--- config.mk ---
export PLATFORM = sky130hd
export DESIGN_NAME = led_scan_ctrl
export DESIGN_NICKNAME = d
export VERILOG_FILES = /design/src/rtl/led_scan_ctrl.sv
export SDC_FILE = /design/constraint.sdc
export NUM_CORES = 1
export LEC_CHECK = 0
export BUFFER_PORTS_ARGS = -buffer_cell sky130_fd_sc_hd__buf_2
export CAP_MARGIN = 20
export CORE_UTILIZATION = 52
export DETAILED_ROUTE_END_ITERATION = 8
export GPL_TIMING_DRIVEN = 0
export PLACE_DENSITY = 0.75
export SYNTH_ARGS = -nofsm -noshare
export SYNTH_HDL_FRONTEND = slang
export SYNTH_SLANG_ARGS = --single-unit
--- constraint.sdc ---
create_clock -name clk -period 2.79 [get_ports clk]
set_clock_uncertainty 0.2 [all_clocks]
set_input_delay 0.1395 -clock clk [delete_from_list [all_inputs] [get_ports clk]]
set_output_delay 0.1395 -clock clk [all_outputs]
set_load 0.02 [all_outputs]
--- src/rtl/led_scan_ctrl.sv ---
// Row scan sequencer for a 16x32 RGB panel driven as two 8-row halves.
// Optional PWM dimming within the display window: define LED_SCAN_DIM_EN.
module led_scan_ctrl #(
  parameter int COLS       = 32,
  parameter int ROW_BITS   = 3,
  parameter int DISP_TICKS = 16
) (
  input  logic                      clk,
  input  logic                      reset,
  input  logic                      tick,
  input  logic [2:0]                rgb_top,
  input  logic [2:0]                rgb_bot,
`ifdef LED_SCAN_DIM_EN
  input  logic [$clog2(DISP_TICKS):0] duty,
`endif
  output logic [$clog2(COLS)-1:0]   col_addr,
  output logic [ROW_BITS-1:0]       row_addr,
  output logic [2:0]                LEDs1,
  output logic [2:0]                LEDs2,
  output logic [ROW_BITS-1:0]       rowSelect,
  output logic                      sclk,
  output logic                      latch,
  output logic                      blank,
  output logic                      frame_start,
  output logic [2:0]                o_dbg_state
);

  localparam int CW = $clog2(COLS);
  localparam int DW = $clog2(DISP_TICKS) + 1;

  localparam logic [2:0] S_SHIFT_LO = 3'd0;
  localparam logic [2:0] S_SHIFT_HI = 3'd1;
  localparam logic [2:0] S_BLANK    = 3'd2;
  localparam logic [2:0] S_LATCH    = 3'd3;
  localparam logic [2:0] S_UNBLANK  = 3'd4;
  localparam logic [2:0] S_DISPLAY  = 3'd5;

  localparam logic [CW-1:0] LAST_COL  = CW'(COLS - 1);
  localparam logic [DW-1:0] LAST_DISP = DW'(DISP_TICKS - 1);

  logic [2:0]          r_state;
  logic [CW-1:0]       r_col;
  logic [ROW_BITS-1:0] r_row;
  logic [DW-1:0]       r_disp_cnt;
  logic                r_shown;
  logic                r_sclk;
  logic                r_latch;
  logic                r_blank;
  logic                r_frame;
  logic [ROW_BITS-1:0] r_rowsel;
  logic [2:0]          r_leds1;
  logic [2:0]          r_leds2;
  logic [DW-1:0]       w_disp_next;
`ifdef LED_SCAN_DIM_EN
  logic [DW-1:0]       r_duty;
`endif

  assign w_disp_next = r_disp_cnt + 1'b1;

  always_ff @(posedge clk or posedge reset) begin
    if (reset) begin
      r_state    <= S_SHIFT_LO;
      r_col      <= '0;
      r_row      <= '0;
      r_disp_cnt <= '0;
      r_shown    <= 1'b0;
      r_sclk     <= 1'b0;
      r_latch    <= 1'b0;
      r_blank    <= 1'b1;
      r_frame    <= 1'b0;
      r_rowsel   <= '0;
      r_leds1    <= 3'd0;
      r_leds2    <= 3'd0;
`ifdef LED_SCAN_DIM_EN
      r_duty     <= '0;
`endif
    end else begin
      // frame_start is a single-clk pulse even when ticks are sparse
      r_frame <= 1'b0;
      if (tick) begin
        case (r_state)
          S_SHIFT_LO: begin
            r_leds1 <= rgb_top;
            r_leds2 <= rgb_bot;
            r_sclk  <= 1'b1;
`ifdef LED_SCAN_DIM_EN
            r_blank <= 1'b1;
`else
            r_blank <= ~r_shown;
`endif
            r_state <= S_SHIFT_HI;
          end
          S_SHIFT_HI: begin
            r_sclk <= 1'b0;
            if (r_col != LAST_COL) begin
              r_col   <= r_col + 1'b1;
              r_state <= S_SHIFT_LO;
            end else begin
              r_col   <= '0;
              r_blank <= 1'b1;
              r_state <= S_BLANK;
            end
          end
          S_BLANK: begin
            r_blank <= 1'b1;
            r_state <= S_LATCH;
          end
          S_LATCH: begin
            r_latch  <= 1'b1;
            r_rowsel <= r_row;
            r_blank  <= 1'b1;
            if (r_row == '0) r_frame <= 1'b1;
            r_state  <= S_UNBLANK;
          end
          S_UNBLANK: begin
            r_latch    <= 1'b0;
            r_shown    <= 1'b1;
            r_disp_cnt <= '0;
`ifdef LED_SCAN_DIM_EN
            r_duty     <= duty;
            r_blank    <= (duty == '0);
`else
            r_blank    <= 1'b0;
`endif
            r_state    <= S_DISPLAY;
          end
          S_DISPLAY: begin
            r_disp_cnt <= w_disp_next;
`ifdef LED_SCAN_DIM_EN
            // blank tracks the count after this tick so the panel goes dark at disp_cnt==duty
            r_blank    <= (w_disp_next >= r_duty);
`endif
            if (r_disp_cnt == LAST_DISP) begin
              r_row   <= r_row + 1'b1;
`ifdef LED_SCAN_DIM_EN
              r_blank <= 1'b1;
`endif
              r_state <= S_SHIFT_LO;
            end
          end
          default: r_state <= S_SHIFT_LO;
        endcase
      end
    end
  end

  assign col_addr    = r_col;
  assign row_addr    = r_row;
  assign LEDs1       = r_leds1;
  assign LEDs2       = r_leds2;
  assign rowSelect   = r_rowsel;
  assign sclk        = r_sclk;
  assign latch       = r_latch;
  assign blank       = r_blank;
  assign frame_start = r_frame;
  assign o_dbg_state = r_state;

endmodule

======== Yosys cells after proc, flatten, opt, wreduce, memory -nomap -nowiden ========
Index checks and enable logic that the tools add are counted.
storage, ports and cells
  register bits after elaboration ......... 30
  latch bits .............................. 0
  memory bits (writable) .................. 0
  ROM bits ................................ 0
  bits of input ports ..................... 9
  output and inout bits ................... 24
  logic and storage cells ................. 54
  memories ................................ 0
operators by class
  add/sub/neg operators ................... 3
  multiply operators ...................... 0
  divide/modulo/power cells ............... 0
  order comparisons ....................... 0
  equality and inequality tests ........... 9
  shifts and indexed selects .............. 0
  mux-type cells .......................... 12
  bitwise gates (word level) .............. 1
  reduce and logical (&&, ||, !) cells .... 17
operators with widths
  kind                                                                    count
  3-bit case mux with 6 select lines                                      1
  2-bit AND reduction                                                     8
  5-bit by 1-bit adder with 5-bit output (second input constant)          2
  5-bit case mux with 2 select lines                                      1
  3-bit by 2-bit equality test with 1-bit output (second input constant)  2
  3-bit equality test (second input constant)                             2
  3-bit logical NOT                                                       2
  3-bit AND reduction                                                     2
  2-bit nonzero test                                                      3
  5-bit by 4-bit equality test with 1-bit output (second input constant)  1
  5-bit 2-to-1 mux                                                        1
  5-bit inequality test (second input constant)                           1
  1-bit 2-to-1 mux                                                        4
  2-bit inequality test (second input constant)                           2
  1-bit case mux with 2 select lines                                      2
  1-bit case mux with 4 select lines                                      1
  4-bit nonzero test                                                      1
  3-bit by 1-bit adder with 3-bit output (second input constant)          1
  3-bit by 1-bit equality test with 1-bit output (second input constant)  1
  3-bit 2-to-1 mux                                                        1
  2-bit 2-to-1 mux                                                        1
  2-bit OR reduction                                                      1
  1-bit NOT                                                               1

======== Logic depth before layout (Yosys ltp) ========
Gate-level depths: netlist (run 1).
  word-level depth ........................ 4
  gate-level depth with buffers ........... 6
  mapped depth without buffers ............ 6

======== Worst setup path before layout (run 1) ========
Ideal clock, no wire load.
  path kind ............................... reg-to-reg
  start ................................... reg r_col[0] (netlist: col_addr[0])
  end ..................................... reg r_blank (netlist: blank)
  library setup time ...................... 0.090 ns
  arrival ................................. 1.760 ns
  data required time ...................... 2.500 ns
  slack ................................... 0.741 ns
  stages on the path, launching flop included .. 7
  buffers on the path ..................... 0
  clock period less this slack ............ 2.049 ns
  cells stage by stage .................... dfrtp_1 -> ha_1 -> and3_1 -> ha_1 -> or3b_2 -> a21oi_1 -> a211oi_1
between the ends
  word-level cells in the longest chain between the ends .. 3
ends and longest elaborated chain
  item                             line  source
  from (decl)                      42    logic [CW-1:0] r_col;
  from (signal assigned)           96    r_col <= r_col + 1'b1;
  5-bit inequality test            95    if (r_col != LAST_COL) begin
  2-bit inequality test (no line)  -
  3-bit AND reduction (no line)    -
  to (signal assigned)             89    r_blank <= ~r_shown;
  to (decl)                        48    logic r_blank;
Every way passes these cells.
A chain may end at the register's enable or synchronous reset.

======== Final worst setup path (run 1) ========
Same ends and word-level chain as after synthesis.

==> results of run 1 <==
==> routing by layer <==
metal	global-route usage [%]	vias to the layer above
met5	0	-
met4	8.97	0
met3	6.11	5
met2	32.5	30
met1	25.9	539
li1	-	530
==> registers in the layout, summed over array words and instances, names as in the netlist <==
name         flops
row_addr         3
sclk             1
col_addr         5
latch            1
LEDs2            3
o_dbg_state      3
r_disp_cnt       5
blank            1
LEDs1            3
r_shown          1
rowSelect        3
frame_start      1
==> cells in the final DEF, fill, tap and decap left out, drive strengths merged, types with 2 or more instances in the layout <==
cell and instances:
dfrtp 29, buf 36, nand2 12, xnor2 2, nand3b 2, mux2 10, nand4b 2, dlygate4sd3 8
a31oi 2, ha 7, and3 2, nor2 3, inv 5, o21ai 11, a21oi 4, clkbuf 8
or3b 2, nand2b 4, nand3 3, a21o 4
==> area by class of cell <==
| type | instances | share of cell area [%] |
|---|---|---|
| flip-flops and latches | 30 | 42.0 |
| multi-input cells | 82 | 35.4 |
| repair buffers | 40 | 14.7 |
| clock buffers | 7 | 3.07 |
| well taps | 30 | 2.09 |
| plain buffers | 5 | 1.47 |
| inverters | 5 | 1.05 |
| clock inverters | 1 | 0.279 |
==> path summary, 6_finish.rpt <==
check	start	to	slack, ns
worst min register to register	r_shown	r_shown	0.28
worst min-delay path	reset	LEDs2[1]	0.20
worst max register to register	col_addr[0]	blank	0.71
min in group clk	r_shown	r_shown	0.28
worst max-delay path	col_addr[0]	blank	0.71
max in group asynchronous	reset	blank	1.63
==> synth_stat cells (3+ instances only) <==
master	instances
nand2_1	12
nand2b_1	4
inv_1	5
o21ai_0	11
dfrtp_1	29
mux2_4	6
a21o_1	4
nand3_1	3
buf_2	3
ha_1	7
a21oi_1	4
mux2_2	3
==> cells by family after synthesis <==
logic type	count (synthesis)	synth area share, %
adder cells (fa/ha/maj)	7	6.12
XOR/XNOR	2	1.22
flip-flops	30	52.5
buffers and inverters	10	3.15
multiplexers	11	10.1
AND/OR/NAND/NOR	37	16.3
AO/OA/AOI/OAI	25	10.5
==> power by group <==
group	switching [mW]	internal [mW]	total, mW
clock network	0.143	0.122	0.265
logic	0.345	0.279	0.624
registers	0.114	0.568	0.683
total	0.602	0.970	1.57
==> tightest hold or removal path, delay by kind of cell <==
family,cells,cell delay (ns)
buffers and inverters,3,1.05
==> what timing repair did <==
item | in CTS | in global routing
hold buffers | 8 | 0
hold endpoints to repair | 18 | 0
gates resized for setup | 0 | 0
==> impl_metrics.yaml, run 1 <==
placement:
  place_congestion: 0.722
  dpl.hpwl_mm: 1.79
  dpl_cell_area_um2: 1650
  port_buffers: 31
  dp_slack_ns: 0.748
  dpl.cell_count: 184
sta:
  slew_headroom_pct: 64.9
  fin_hold_ws_ns: 0.201
  fin_setup_tns_ns: 0
  fmax_mhz: 482
  rsz0062_at_grt: "no"
  hold_violations: 0
  setup_viol: 0
  fin_crit_sh_pct: 74.4
  drv_slew: 0
  worstMarginPinSlew_ns: 0.526
  fin_ws_ns: 0.713
  fin_crit_ns: 2.08
logic_synthesis:
  syn_area_per_cell_um2: 11.7
  synth-edff-count: 0
  synth_area_leaders: "dfrtp_1 51%, mux2_4 6.3%, ha_1 6.1%"
  seq_area_frac_synth_pct: 52.5
  ys.flop_type: "dfrtp_1"
  netlist.area_leader.share_pct: 50.7
  async_flop_share_pct: 100
  ys.warnings.count: 0
  synth_seq_cells: 30
  synth_top_area_cell: "dfrtp_1"
  synth_cell_type_count: 37
  synthCells: 122
  netlist_area_um2: 1430
  syn_nets: 138
global_routing:
  antenna_found_initial: 0
  grt_pass1_wl_mm: 4.23
  track_usage_pct: 20.6
  grt_pass1_vias: 944
  grt_max_degree: 21
  gr-total-overflow: 0
cells_and_area:
  area_delta_synth_final_pct: 25.2
  postLayoutCoreUtil_pct: 70.4
  diodes: 0
  fin_area_um2: 1790
  nFillCells: 195
  multi_input_area_um2: 634
  layout.cells.non_filler: 200
  ff_latch_area_um2: 752
  drive_gt1_share_pct: 32.9
  nNetsFinal: 185
worst_setup_path:
  slowest_delay_ns: 0.47
  cp_common_cell: "ha_1"
  worstPathCellList: "ha_1 -> and3_1 -> ha_1 -> or3b_2 -> a21oi_1 -> a211oi_1"
  critPathBufInv: 0
  crit_type: "reg2reg"
  arrival_ns: 2.12
  worstSetupPathDepth: 6
  end_kind: "flop"
  path_delay_family: "simple AND/OR/NAND/NOR gates"
  path_max_fanout: 6
  start_kind: "flop"
  critPathSlowestCell: "or3b_2"
  reg2regPathDepth: 6
  cp.required_ns: 2.83
power_and_ir_drop:
  ir_worst_vdd_uv: 676
  p_leak_nw: 0.916
  p_total_mw: 1.57
  cellPowerDensity_nw_per_um2: 877
floorplan:
  rows: 18
  die_h_um: 54.5
  die_area_um2: 2970
  coreArea_um2: 2540
  initial_core_util_pct: 56.2
  num_io_pins: 33
  die_w_um: 54.5
routing:
  drt_iter0_drc: 12
  wl_met3_um: 136
  drc_errors: 0
  wl_met1_mm: 1.16
  vias: 1104
  wl_per_cell_um: 13.0
  via_per_inst: 5.52
  postRouteAntennaNets: 0
  first_pass_iters: 4
  top_layer: "met4"
  wirelength_mm: 2.60
  wl_met2_mm: 1.27
run_status:
  outcome: "finished clean"
clock_tree:
  cts.clk_slew.worst_paths_ns: 0.09
  cts_tree: "done"
  clock_latency_ns: 0.32
  clock_path_buffers: 2
  post-cts-setup-buffers: 0
  numCtsBuffers: 5
  clock_sinks: 30
  cts_max_level: 2
  clock-root-buffer: "clkbuf_4"
hold_path:
  hold_class: "in2async"
job:
  maxCapViolCount: 0
No activity file was read; power rests on OpenSTA's default activity.
==> run 2: changes to the inputs <==
==> constraint.sdc (replaced) <==
create_clock -name clk -period 2.2 [get_ports clk]
set_clock_uncertainty 0.2 [all_clocks]
set_input_delay 0.11 -clock clk [delete_from_list [all_inputs] [get_ports clk]]
set_output_delay 0.11 -clock clk [all_outputs]
set_load 0.02 [all_outputs]
==> impl_metrics.yaml, run 2 (synthesis gave the netlist of run 1 again) <==
worst_setup_path:
  critPathBufInv: 0
  crit_start: "col_addr[0]"
  rrSetupSlack_ns: 0.13
  r2r_end: "blank"
  critPathSlowestCell: "or3b_2"
  cp_common_cell: "ha_1"
  path_delay_family: "simple AND/OR/NAND/NOR gates"
  worstPathCellList: "ha_1 -> and3_1 -> ha_1 -> or3b_2 -> a21oi_1 -> a211oi_1"
  slowest_delay_ns: 0.47
  reg2regPathDepth: 6
  path_max_fanout: 6
  crit_type: "reg2reg"
  cp.required_ns: 2.24
  arrival_ns: 2.11
  end_kind: "flop"
  start_kind: "flop"
  worstSetupPathDepth: 6
  timing.rr.start: "col_addr[0]"
placement:
  place_congestion: 0.722
  dpl.cell_count: 184
  port_buffers: 31
  dpl.hpwl_mm: 1.79
sta:
  rsz0062_at_grt: "no"
  worstMarginPinSlew_ns: 0.526
  hold_violations: 0
  slew_headroom_pct: 64.9
  drv_slew: 0
  fin_crit_ns: 2.07
  fin_setup_tns_ns: 0
  fin_crit_sh_pct: 93.9
  setup_viol: 0
  fin_hold_ws_ns: 0.171
  fmax_mhz: 484
routing:
  drt_iter0_drc: 12
  vias: 1105
  wirelength_mm: 2.59
  drc_errors: 0
  postRouteAntennaNets: 0
  via_per_inst: 5.53
  wl_per_cell_um: 12.9
  first_pass_iters: 4
power_and_ir_drop:
  p_leak_nw: 0.915
  ir_worst_vdd_uv: 858
  power.internal_mw: 1.23
  p_switching_mw: 0.763
  clock_power_share_pct: 16.8
  seq_power_share_pct: 43.5
  cellPowerDensity_nw_per_um2: 1110
  p_total_mw: 2.00
  power_frac_comb_pct: 39.7
  swShare_pct: 38.3
hold_path:
  hold_class: "in2async"
floorplan:
  coreArea_um2: 2540
  rows: 18
  die_area_um2: 2970
  initial_core_util_pct: 56.2
  die_h_um: 54.5
  die_w_um: 54.5
  num_io_pins: 33
global_routing:
  grt_max_degree: 21
  gr-total-overflow: 0
  grt_pass1_vias: 944
  grt_pass1_wl_mm: 4.23
  track_usage_pct: 20.6
  antenna_found_initial: 0
cells_and_area:
  area_delta_synth_final_pct: 25.3
  drive_gt1_share_pct: 33.5
  final_cell_mix: "34 x buf_2, 28 x dfrtp_1, 12 x nand2_1"
  nNetsFinal: 185
  postLayoutCoreUtil_pct: 70.5
  final_common_cell: "buf_2"
  diodes: 0
  layout.cells.non_filler: 200
clock_tree:
  clock_sinks: 30
  cts.clk_slew.worst_paths_ns: 0.09
  clock_latency_ns: 0.32
  numCtsBuffers: 5
  clock_path_buffers: 2
  cts_max_level: 2
  cts_tree: "done"
  clock-root-buffer: "clkbuf_4"
job:
  maxCapViolCount: 0
run_status:
  outcome: "finished clean"
[run 2: final cells by class]
class	count	area, µm²
buffer	5	26.3
clock buffer	7	55.1
clock inverter	1	5.00
fill	194	752
inverter	5	18.8
multi-input combinational	82	634
sequential	30	753
tap	30	37.5
timing repair buffer	40	263
[run 2: worst max-delay path by stage]
stage,slack (ns),endpoint
floorplan,0.15,blank
detailed placement,0.16,blank
CTS,0.13,blank
global placement,0.17,blank
finish,0.13,blank
global route,0.01,blank
[run 2: tightest hold or removal path, cell delays in order]
cell and delay [ns]:
dlygate4sd3_1 0.54, buf_2 0.12, inv_1 0.39
[run 2: power groups by stage]
stage / logic (mW) / registers [mW] / clock network [mW]
after detailed placement: 0.784 / 0.871 / 0
after global routing: 0.883 / 0.899 / 0.375
after global placement: 0.763 / 0.859 / 0
after CTS: 0.799 / 0.862 / 0.344
after floorplan: 0.393 / 1.03 / 0
final: 0.792 / 0.868 / 0.336
[run 2: through the flow]
stage | setup slack [ns] | area, µm²
2_1_floorplan | 0.151 | 1430
3_3_place_gp | 0.170 | 1620
3_5_place_dp | 0.158 | 1650
4_1_cts | 0.131 | 1790
5_1_grt | 0.0125 | 1790
6_report | 0.134 | 1790
[run 2: per-layer routing]
metal,GRT usage [%],vias to the layer above,wire (µm),part of all wire (%)
li1,-,529,-,-
met1,25.9,538,1150,45
met2,32.5,33,1260,49
met3,6.11,5,143,5.5
met4,8.97,0,31,1.2
met5,0,-,0,0
[run 2: repair_timing]
action                                  in CTS  in global routing
hold buffers                                 8                  0
hold endpoints to repair                    38                  0
endpoints found under the setup margin       0                  1
resized for setup                            0                  1
buffers inserted                             0                  0
==> run 3: changes to the inputs <==
--- a/config.mk
+++ b/config.mk
@@ -11,6 +11,7 @@
 export DETAILED_ROUTE_END_ITERATION = 8
 export GPL_TIMING_DRIVEN = 0
 export PLACE_DENSITY = 0.75
+export RECOVER_POWER = 50
 export SYNTH_ARGS = -nofsm -noshare
 export SYNTH_HDL_FRONTEND = slang
 export SYNTH_SLANG_ARGS = --single-unit
==> impl_metrics.yaml, run 3 (synthesis gave the netlist of run 1 again) <==
sta:
  fin_hold_ws_ns: 0.126
  drv_slew: 0
  fin_setup_tns_ns: 0
  fin_crit_sh_pct: 93.9
  fmax_mhz: 484
  setup_viol: 0
  rsz0062_at_grt: "no"
  hold_violations: 0
  worstMarginPinSlew_ns: 0.905
  fin_crit_ns: 2.07
  slew_headroom_pct: 39.7
clock_tree:
  post-cts-setup-buffers: 0
  cts_tree: "done"
  clock_latency_ns: 0.32
  clock-root-buffer: "clkbuf_4"
  clock_sinks: 30
  clock_path_buffers: 2
  numCtsBuffers: 5
  cts.clk_slew.worst_paths_ns: 0.09
  cts_max_level: 2
power_and_ir_drop:
  p_total_mw: 1.97
  ir_worst_vdd_uv: 843
  cellPowerDensity_nw_per_um2: 1120
  p_leak_nw: 0.874
cells_and_area:
  final_common_cell: "dfrtp_1"
  nFillCells: 205
  diodes: 0
  final_cell_mix: "28 x dfrtp_1, 22 x buf_2, 14 x clkbuf_1"
  multi_input_area_um2: 634
  postLayoutCoreUtil_pct: 69.3
  fin_area_um2: 1760
  area_delta_synth_final_pct: 23.2
  ff_latch_area_um2: 753
  drive_gt1_share_pct: 25.9
  nNetsFinal: 185
floorplan:
  initial_core_util_pct: 56.2
  rows: 18
  die_w_um: 54.5
  die_area_um2: 2970
  die_h_um: 54.5
  num_io_pins: 33
  coreArea_um2: 2540
placement:
  port_buffers: 31
  dpl_cell_area_um2: 1650
  place_congestion: 0.722
  dpl.hpwl_mm: 1.79
worst_setup_path:
  rrSetupSlack_ns: 0.13
  start_kind: "flop"
  crit_start: "col_addr[0]"
  timing.rr.start: "col_addr[0]"
  reg2regPathDepth: 6
  cp.required_ns: 2.24
  end_kind: "flop"
  crit_type: "reg2reg"
  path_max_fanout: 6
  arrival_ns: 2.11
  r2r_end: "blank"
routing:
  wirelength_mm: 2.60
  vias: 1108
  drc_errors: 0
  postRouteAntennaNets: 0
  drt_iter0_drc: 12
  first_pass_iters: 4
  wl_per_cell_um: 13.0
  via_per_inst: 5.54
hold_path:
  hold_class: "in2async"
global_routing:
  track_usage_pct: 20.6
  antenna_found_initial: 0
  grt_max_degree: 21
  gr-total-overflow: 0
  grt_pass1_wl_mm: 4.23
  grt_pass1_vias: 944
run_status:
  outcome: "finished clean"
job:
  maxCapViolCount: 0
-- run 3: worst max-delay path by stage --
stage                       end  slack [ns]  depth (start not counted)
after global placement    blank        0.17                          6
final                     blank        0.13                          6
after floorplan           blank        0.15                          6
after global routing      blank        0.01                          6
after detailed placement  blank        0.16                          6
after CTS                 blank        0.13                          6
-- run 3: worst max-delay path, cell delays in order (launching register included) --
cell and delay (ns):
dfrtp_2 0.45, ha_1 0.23, and3_1 0.21, ha_1 0.24
or3b_2 0.47, a21oi_1 0.14, a211oi_1 0.06
-- run 3: report_power, final --
group | total [mW] | switching [mW] | internal (mW)
clock | 0.336 | 0.181 | 0.155
sequential | 0.870 | 0.147 | 0.723
combinational | 0.767 | 0.437 | 0.330
total | 1.97 | 0.766 | 1.21
-- run 3: timing repair --
item | CTS | global route
setup endpoints to repair | 0 | 1
gates resized for setup | 0 | 1
hold endpoints to repair | 38 | 0
hold buffers | 8 | 0
-- run 3: per-stage QoR --
step / cells / worst slack, ns
detailed placement: 184 / 0.158
CTS: 200 / 0.131
global route: 200 / 0.0125
floorplan: 122 / 0.151
global placement: 183 / 0.170
finish: 200 / 0.134
-- run 3: area by class of cell --
class                      instances  share of cell area (%)
inverter                           5                    1.06
clock inverter                     1                   0.284
sequential                        30                    42.7
timing repair buffer              40                    13.2
multi-input combinational         82                    36.0
clock buffer                       7                    3.12
tap                               30                    2.13
buffer                             5                    1.49
-- run 3: routing by layer --
metal | part of all wire (%) | GRT usage [%] | vias up
met5 | 0 | 0 | -
met4 | 1.2 | 8.97 | 0
met3 | 5.7 | 6.11 | 5
met2 | 48 | 32.5 | 33
met1 | 45 | 25.9 | 541
li1 | - | - | 529
